### config.mk
export PLATFORM = sky130hd
export DESIGN_NAME = count_run_ctrl
export DESIGN_NICKNAME = d
export VERILOG_FILES = /design/src/rtl/count_run_ctrl.sv
export SDC_FILE = /design/constraint.sdc
export NUM_CORES = 1
export LEC_CHECK = 0
export CAP_MARGIN = 20
export CORE_MARGIN = 2
export CORE_UTILIZATION = 54
export CTS_CLUSTER_DIAMETER = 150
export DETAILED_ROUTE_END_ITERATION = 12
export HOLD_SLACK_MARGIN = 0.05
export PLACE_DENSITY = 0.8
export RECOVER_POWER = 50
export SLEW_MARGIN = 10
export SYNTH_ARGS = -nofsm -noshare
export SYNTH_HDL_FRONTEND = slang
export SYNTH_SLANG_ARGS = --single-unit
### constraint.sdc
create_clock -name clk -period 2.4 [get_ports clk]
set_input_delay 0.36 -clock clk [delete_from_list [all_inputs] [get_ports clk]]
set_output_delay 0.36 -clock clk [all_outputs]
set_load 0.05 [all_outputs]
### src/rtl/count_run_ctrl.sv
`timescale 1ns/1ps
// count_run_ctrl: command-driven sequencer for an up-counter.
// LOAD sets the terminal value, START runs the count at a prescaled rate
// (one step every presc+1 clocks), STOP pauses (RUN->HOLD) or clears
// (HOLD->IDLE). A one-cycle registered done pulse marks the terminal value.
// Optional build macro COUNT_RUN_WRAP_EN: the count wraps to zero at the
// terminal value and keeps running (periodic mode) instead of entering DONE.
module count_run_ctrl #(
  parameter int WIDTH      = 8,
  parameter int PRESCALE_W = 4
) (
  input  logic                  clk,
  input  logic                  rst,
  input  logic                  cmd_valid,
  output logic                  cmd_ready,
  input  logic [1:0]            cmd_op,
  input  logic [WIDTH-1:0]      cmd_data,
  input  logic [PRESCALE_W-1:0] presc,
  output logic [WIDTH-1:0]      count_out,
  output logic                  count_oe,
  output logic                  busy,
  output logic                  done
);

  typedef enum logic [1:0] {
    ST_IDLE = 2'd0,
    ST_RUN  = 2'd1,
    ST_HOLD = 2'd2,
    ST_DONE = 2'd3
  } state_t;

  localparam logic [1:0] OP_NOP   = 2'b00;
  localparam logic [1:0] OP_LOAD  = 2'b01;
  localparam logic [1:0] OP_START = 2'b10;
  localparam logic [1:0] OP_STOP  = 2'b11;

  localparam logic [WIDTH-1:0]      CNT_ONE = WIDTH'(1);
  localparam logic [PRESCALE_W-1:0] PS_ONE  = PRESCALE_W'(1);

  state_t                  state;
  logic [WIDTH-1:0]        count;
  logic [WIDTH-1:0]        limit;
  logic [PRESCALE_W-1:0]   presc_cnt;
  logic                    oe_r;
  logic                    busy_r;
  logic                    done_r;

  logic                    accept;
  logic                    step_hit;
  logic                    at_last;

  // Only LOAD and START stall while running; STOP and NOP are always taken.
  always_comb begin
    cmd_ready = 1'b1;
    if (state == ST_RUN) begin
      cmd_ready = (cmd_op == OP_STOP) || (cmd_op == OP_NOP);
    end
  end

  assign accept   = cmd_valid && cmd_ready;
  // presc is compared live, so a drop below presc_cnt simply lets the
  // counter wrap around its full range before the next match.
  assign step_hit = (presc_cnt == presc);
  assign at_last  = (count == (limit - CNT_ONE));

  // Sequencer state, datapath registers and registered status outputs.
  always_ff @(posedge clk or posedge rst) begin
    if (rst) begin
      state     <= ST_IDLE;
      count     <= '0;
      limit     <= '0;
      presc_cnt <= '0;
      oe_r      <= 1'b0;
      busy_r    <= 1'b0;
      done_r    <= 1'b0;
    end else begin
      done_r <= 1'b0;
      case (state)
        ST_RUN: begin
          if (accept && (cmd_op == OP_STOP)) begin
            // A stop on a step cycle wins: no increment, no done.
            state     <= ST_HOLD;
            presc_cnt <= '0;
            busy_r    <= 1'b0;
          end else if (step_hit) begin
            presc_cnt <= '0;
            if (at_last) begin
              done_r <= 1'b1;
`ifdef COUNT_RUN_WRAP_EN
              count  <= '0;
`else
              count  <= limit;
              state  <= ST_DONE;
              busy_r <= 1'b0;
`endif
            end else begin
              count <= count + CNT_ONE;
            end
          end else begin
            presc_cnt <= presc_cnt + PS_ONE;
          end
        end
        default: begin
          if (accept) begin
            case (cmd_op)
              OP_LOAD: begin
                limit     <= cmd_data;
                count     <= '0;
                presc_cnt <= '0;
                state     <= ST_IDLE;
                oe_r      <= 1'b0;
                busy_r    <= 1'b0;
              end
              OP_START: begin
                presc_cnt <= '0;
                oe_r      <= 1'b1;
                if (limit == '0) begin
                  // Nothing to count: complete immediately.
                  state  <= ST_DONE;
                  count  <= '0;
                  done_r <= 1'b1;
                  busy_r <= 1'b0;
                end else begin
                  state  <= ST_RUN;
                  busy_r <= 1'b1;
                  if (state == ST_DONE) begin
                    count <= '0;
                  end
                end
              end
              OP_STOP: begin
                if (state == ST_HOLD) begin
                  state <= ST_IDLE;
                  count <= '0;
                  oe_r  <= 1'b0;
                end
              end
              default: begin
              end
            endcase
          end
        end
      endcase
    end
  end

  assign count_oe  = oe_r;
  assign busy      = busy_r;
  assign done      = done_r;
  assign count_out = oe_r ? count : '0;

endmodule

==> flow_summary.yaml, run 1 <==
placement:
  portBuffers: 28
  hpwlAfterDp_um: 2870
  gp_congestion: 0.905
yosys:
  synth-edff-count: 0
  yosysUniqueCellTypes: 48
  synth_cells: 195
  synth_area_sq_mm: 0.00182
  synthFlopType: "dfrtp_1"
  ys_seq_area_frac: 0.343
  synthArstFlopShare: 1.00
  syn_area_per_cell_sq_um: 9.34
  syn-num-nets: 220
  yosysWarnings: 0
  ys_seq_elements: 25
timing:
  fin_crit_sh: 0.903
  worstMarginPinSlew_ps: 1330
  drv_slew: 0
  setup_viol: 0
  whs_ps: 552
  hold_violations: 0
  fmax_mhz: 461
  period_needed_ps: 2170
  skew_ps: 1.99
  max_slew_margin: 0.112
  grt_setup_unrepaired: "no"
layout:
  nets: 255
  area_growth_pct: 20.8
  diodes: 0
  fillers: 274
  drive_above_1_share: 0.127
  final_common_cell: "clkdlybuf4s50_1"
  final_cell_mix: "clkdlybuf4s50_1, dfrtp_1, inv_1"
clock_network:
  cts.clk_slew.worst_paths_ps: 140
  cts_resized: 0
  htree_levels: 1
  clock_sinks: 25
  cts_tree: "done"
  postCtsSetupRepairBufs: 0
  clk_latency_ps: 320
  ctsRootBufferMaster: "clkbuf_4"
  numCtsBuffers: 3
  clk_path_buf_depth: 2
  hold_buffers: 0
drt:
  vias_per_cell: 5.66
  via_count: 1557
  wl_met3_um: 101
  wl_met2_um: 1890
  dr.pass1.iters: 4
  finalWirelength_um: 3740
  ant_nets: 0
  topRoutingLayerUsed: "met4"
  m1WireLength_um: 1690
  wire_per_inst_um: 13.6
  drt-initial-drc-count: 36
  drc: 0
floorplan:
  start_util: 0.555
  die_y_um: 62.1
  rows: 21
  dieWidth_um: 62.1
  core_sq_mm: 0.00328
  fp.dieArea_sq_mm: 0.00385
  num_io_pins: 29
worst_setup_path:
  reg2reg_from: "limit[0]"
  rr_endpoint: "count[5]"
  worstRegToRegCells: 8
  startpoint_type: "register"
  path_cells: "inv_1 > ha_1 > and3b_2 > o21ai_0 > a31oi_1 > o211ai_4 > mux2i_1 > o22ai_1"
  r2r_slack_ps: 230
  arrival_ps: 2380
  max_stage_delay_ps: 480
  slowest_stage: "dfrtp_1"
  crit_fanout: 15
  required_ps: 2610
  end_kind: "register"
  critPathKind: "reg2reg"
worst_hold_path:
  min_delay_path_depth: 2
  worstHoldPathType: "reg2reg"
  min-delay-start: "busy"
  min_to: "busy"
power:
  cellPowerDensity_mw_per_mm2: 1000
  power_uw: 2210
  peakVddDrop_uv: 596
  cellLeakagePower_uw: 0.000968
global_routing:
  grt_pass1_wl_um: 6200
  antenna_found_initial: 0
  grt_use_total: 0.216
  grt_pass1_vias: 1489
  grt_max_degree: 26
  overflow: 0
flow_run:
  cap_violations: 0
outcome:
  run_status: "completed"
==> routing by layer <==
metal / track usage / vias to the layer above
li1: - / 771
met1: 0.268 / 744
met3: 0.0331 / 9
met2: 0.365 / 33
met5: 0 / -
met4: 0.109 / 0
==> layout make-up <==
type | instances | area [sq um] | share of cell area
multi-input cells | 150 | 1100 | 0.501
flip-flops and latches | 25 | 626 | 0.284
repair buffers | 33 | 324 | 0.147
inverters | 17 | 63.8 | 0.0290
well taps | 46 | 57.6 | 0.0262
clock buffers | 3 | 22.5 | 0.0102
clock inverters | 1 | 5.00 | 0.00227
==> critical path, delay by kind of cell (launching register included) <==
family	cells	cell delay, ps
AOI/OAI and AO/OA	4	680
buffers and inverters	1	90
muxes	1	270
DFF	1	480
adders and majority gates	1	280
and+or+nand+nor	1	230
==> flip-flops by register name, summed over array words and instances, names as in the netlist <==
register	flops
count	8
limit	8
presc_cnt	4
state	2
busy	1
count_oe	1
done	1
==> stage by stage <==
| step | util | instances | TNS, ps | cell area, sq um | worst slack, ps |
|---|---|---|---|---|---|
| 6_report | 0.670 | 275 | 0 | 2200 | 232 |
| 5_1_grt | 0.670 | 275 | 0 | 2200 | 98.4 |
| 4_1_cts | 0.671 | 275 | 0 | 2200 | 216 |
| 3_5_place_dp | 0.663 | 271 | -97.7 | 2180 | -35.2 |
| 3_3_place_gp | 0.663 | 271 | 0 | 2180 | 49.7 |
| 2_1_floorplan | - | 195 | 0 | 1820 | 433 |
==> worst max-delay path by stage <==
stage               cells past startpoint       from        to
finish                                  8   limit[0]  count[5]
detailed placement                      9  cmd_op[0]  count[3]
floorplan                               9   limit[0]  count[3]
global placement                        9  cmd_op[0]  count[4]
global route                            8   limit[0]  count[2]
CTS                                     6   limit[2]  count[5]
==> power breakdown <==
| part | internal [uW] | leakage (uW) | switching (uW) | total, uW |
|---|---|---|---|---|
| registers | 562 | 0.000320 | 239 | 801 |
| logic | 553 | 0.000630 | 667 | 1220 |
| clock network | 62.4 | 0.0000177 | 127 | 189 |
==> synth_stat cells (2+ instances only) <==
master | instances | area share
nor3_1 | 3 | 0.0082
xor2_1 | 3 | 0.014
a31oi_1 | 7 | 0.024
nor2_1 | 14 | 0.029
nor2b_1 | 4 | 0.014
a21oi_1 | 6 | 0.016
o211ai_4 | 2 | 0.023
and2_1 | 9 | 0.031
nand4_1 | 4 | 0.014
mux2i_1 | 6 | 0.033
nand2_1 | 16 | 0.033
inv_1 | 17 | 0.035
ha_1 | 8 | 0.055
xnor2_1 | 10 | 0.048
o21ai_0 | 8 | 0.022
nand3_1 | 7 | 0.019
or3_1 | 3 | 0.010
mux2_2 | 9 | 0.056
dfrtp_1 | 25 | 0.34
o22ai_1 | 6 | 0.021
==> kinds of logic after synthesis <==
kind of cell / synth area share
xor+xnor: 0.0625
compound gates: 0.168
fa+ha+maj: 0.0604
flops: 0.343
simple gates: 0.225
mux: 0.0886
buf+inv: 0.0515
Power figures use the tool's default switching activity.
==> run 2, diff against run 1 <==
Settings changed: CTS_CLUSTER_SIZE set to 16.
==> results of run 2 <==
Same layout as run 1: the final DEF is identical, and so are final timing and power.
==> run 3, diff against run 2 <==
Settings changed: CORE_MARGIN 2 to 5.
==> flow_summary.yaml, run 3 (synthesis gave the netlist of run 1 again) <==
worst_setup_path:
  end_kind: "register"
  path_buf_inv: 1
  path_cells: "inv_1 > ha_1 > and3b_2 > o21ai_0 > a31oi_1 > o211ai_4 > a31oi_1 > o22ai_1"
  startpoint_type: "register"
  required_ps: 2610
  path_delay_family: "compound AO/OA/AOI/OAI gates"
  max_stage_delay_ps: 460
  cpMostUsedCell: "a31oi_1"
  arrival_ps: 2400
  crit_fanout: 15
  critPathKind: "reg2reg"
  slowest_stage: "dfrtp_1"
timing:
  tns_ps: 0
  fin_crit_sh: 0.915
  setup_viol: 0
  hold_violations: 0
  drv_slew: 0
  fmax_mhz: 456
  grt_setup_unrepaired: "no"
  skew_ps: 4.25
  max_slew_margin: 0.113
  worstMarginPinSlew_ps: 1330
  period_needed_ps: 2190
drt:
  drc: 0
  drt-initial-drc-count: 60
  vias_per_cell: 5.53
  ant_nets: 0
  via_count: 1525
  dr.pass1.iters: 4
  finalWirelength_um: 3780
  wire_per_inst_um: 13.7
clock_network:
  hold_buffers: 0
  ctsRootBufferMaster: "clkbuf_4"
  cts.clk_slew.worst_paths_ps: 140
  clock_sinks: 25
  cts_resized: 0
  cts_tree: "done"
  numCtsBuffers: 3
  clk_latency_ps: 320
  postCtsSetupRepairBufs: 0
  clk_path_buf_depth: 2
  htree_levels: 1
floorplan:
  num_io_pins: 29
  rows: 21
  start_util: 0.550
  die_y_um: 68.1
  dieWidth_um: 68.1
  fp.dieArea_sq_mm: 0.00463
  core_sq_mm: 0.00331
layout:
  final_common_cell: "clkdlybuf4s50_1"
  final_cell_mix: "clkdlybuf4s50_1, dfrtp_1, inv_1"
  area_growth_pct: 21.2
  drive_above_1_share: 0.130
  diodes: 0
  reg.largest.list: "count: 8 flops, limit: 8 flops, presc_cnt: 4 flops"
  final_cells: 276
  design_area_sq_mm: 0.00221
  nets: 256
worst_hold_path:
  worstHoldPathType: "reg2reg"
power:
  cellPowerDensity_mw_per_mm2: 997
  cellLeakagePower_uw: 0.000973
  peakVddDrop_uv: 649
global_routing:
  overflow: 0
  grt_pass1_vias: 1454
  antenna_found_initial: 0
  grt_max_degree: 26
  grt_use_total: 0.180
  grt_pass1_wl_um: 6440
placement:
  place_inst: 272
  dpl_cell_area_sq_mm: 0.00218
  hpwlAfterDp_um: 2950
  gp_congestion: 0.824
  portBuffers: 28
flow_run:
  cap_violations: 0
outcome:
  run_status: "completed"
-- run 3: changes by cell type in the layout (fill, tap and decap cells not counted), sizes merged --
cell	delta
buf	+1
-- run 3: layout make-up --
| type | count | area, sq um |
|---|---|---|
| flip-flops and latches | 25 | 626 |
| fillers | 290 | 1100 |
| repair buffers | 34 | 332 |
| multi-input cells | 150 | 1100 |
| inverters | 17 | 63.8 |
| clock buffers | 3 | 22.5 |
| clock inverters | 1 | 5.00 |
| well taps | 46 | 57.6 |
-- run 3: worst paths after layout --
| path | from | end | slack, ps | cells past startpoint |
|---|---|---|---|---|
| min reg2reg | busy | busy | 550 | 2 |
| max in group asynchronous | rst | count[7] | 730 | 3 |
| max reg2reg | limit[0] | count[4] | 210 | 8 |
| min in group asynchronous | rst | busy | 900 | 3 |
| max | limit[0] | count[4] | 210 | 8 |
| min | busy | busy | 550 | 2 |
-- run 3: where the power goes --
group	leakage [uW]	total [uW]	switching [uW]	internal [uW]
sequential	0.000320	794	232	562
clock	0.0000177	188	126	62.4
combinational	0.000635	1220	666	553
-- run 3: through the flow --
| step | hold WS [ps] | util | setup WS, ps | power (uW) |
|---|---|---|---|---|
| CTS | 373 | 0.668 | 193 | 2210 |
| finish | 553 | 0.667 | 205 | 2200 |
| floorplan | 387 | - | 433 | 1700 |
| detailed placement | 534 | 0.660 | -122 | 2020 |
| global placement | 535 | 0.660 | -0.599 | 2000 |
| global route | 600 | 0.667 | 61.1 | 2390 |
-- run 3: tightest hold or removal path, cell delays in order, from the launching register on --
cell	delay (ps)
dfrtp_1	420
inv_1	60
o22ai_1	60
-- run 3: routing by layer --
metal	vias to the layer above	routed length, um	GRT usage
met4	0	31	0.0447
met1	728	1700	0.226
met2	20	1950	0.323
li1	773	-	-
met3	4	99	0.0230
met5	-	0	0
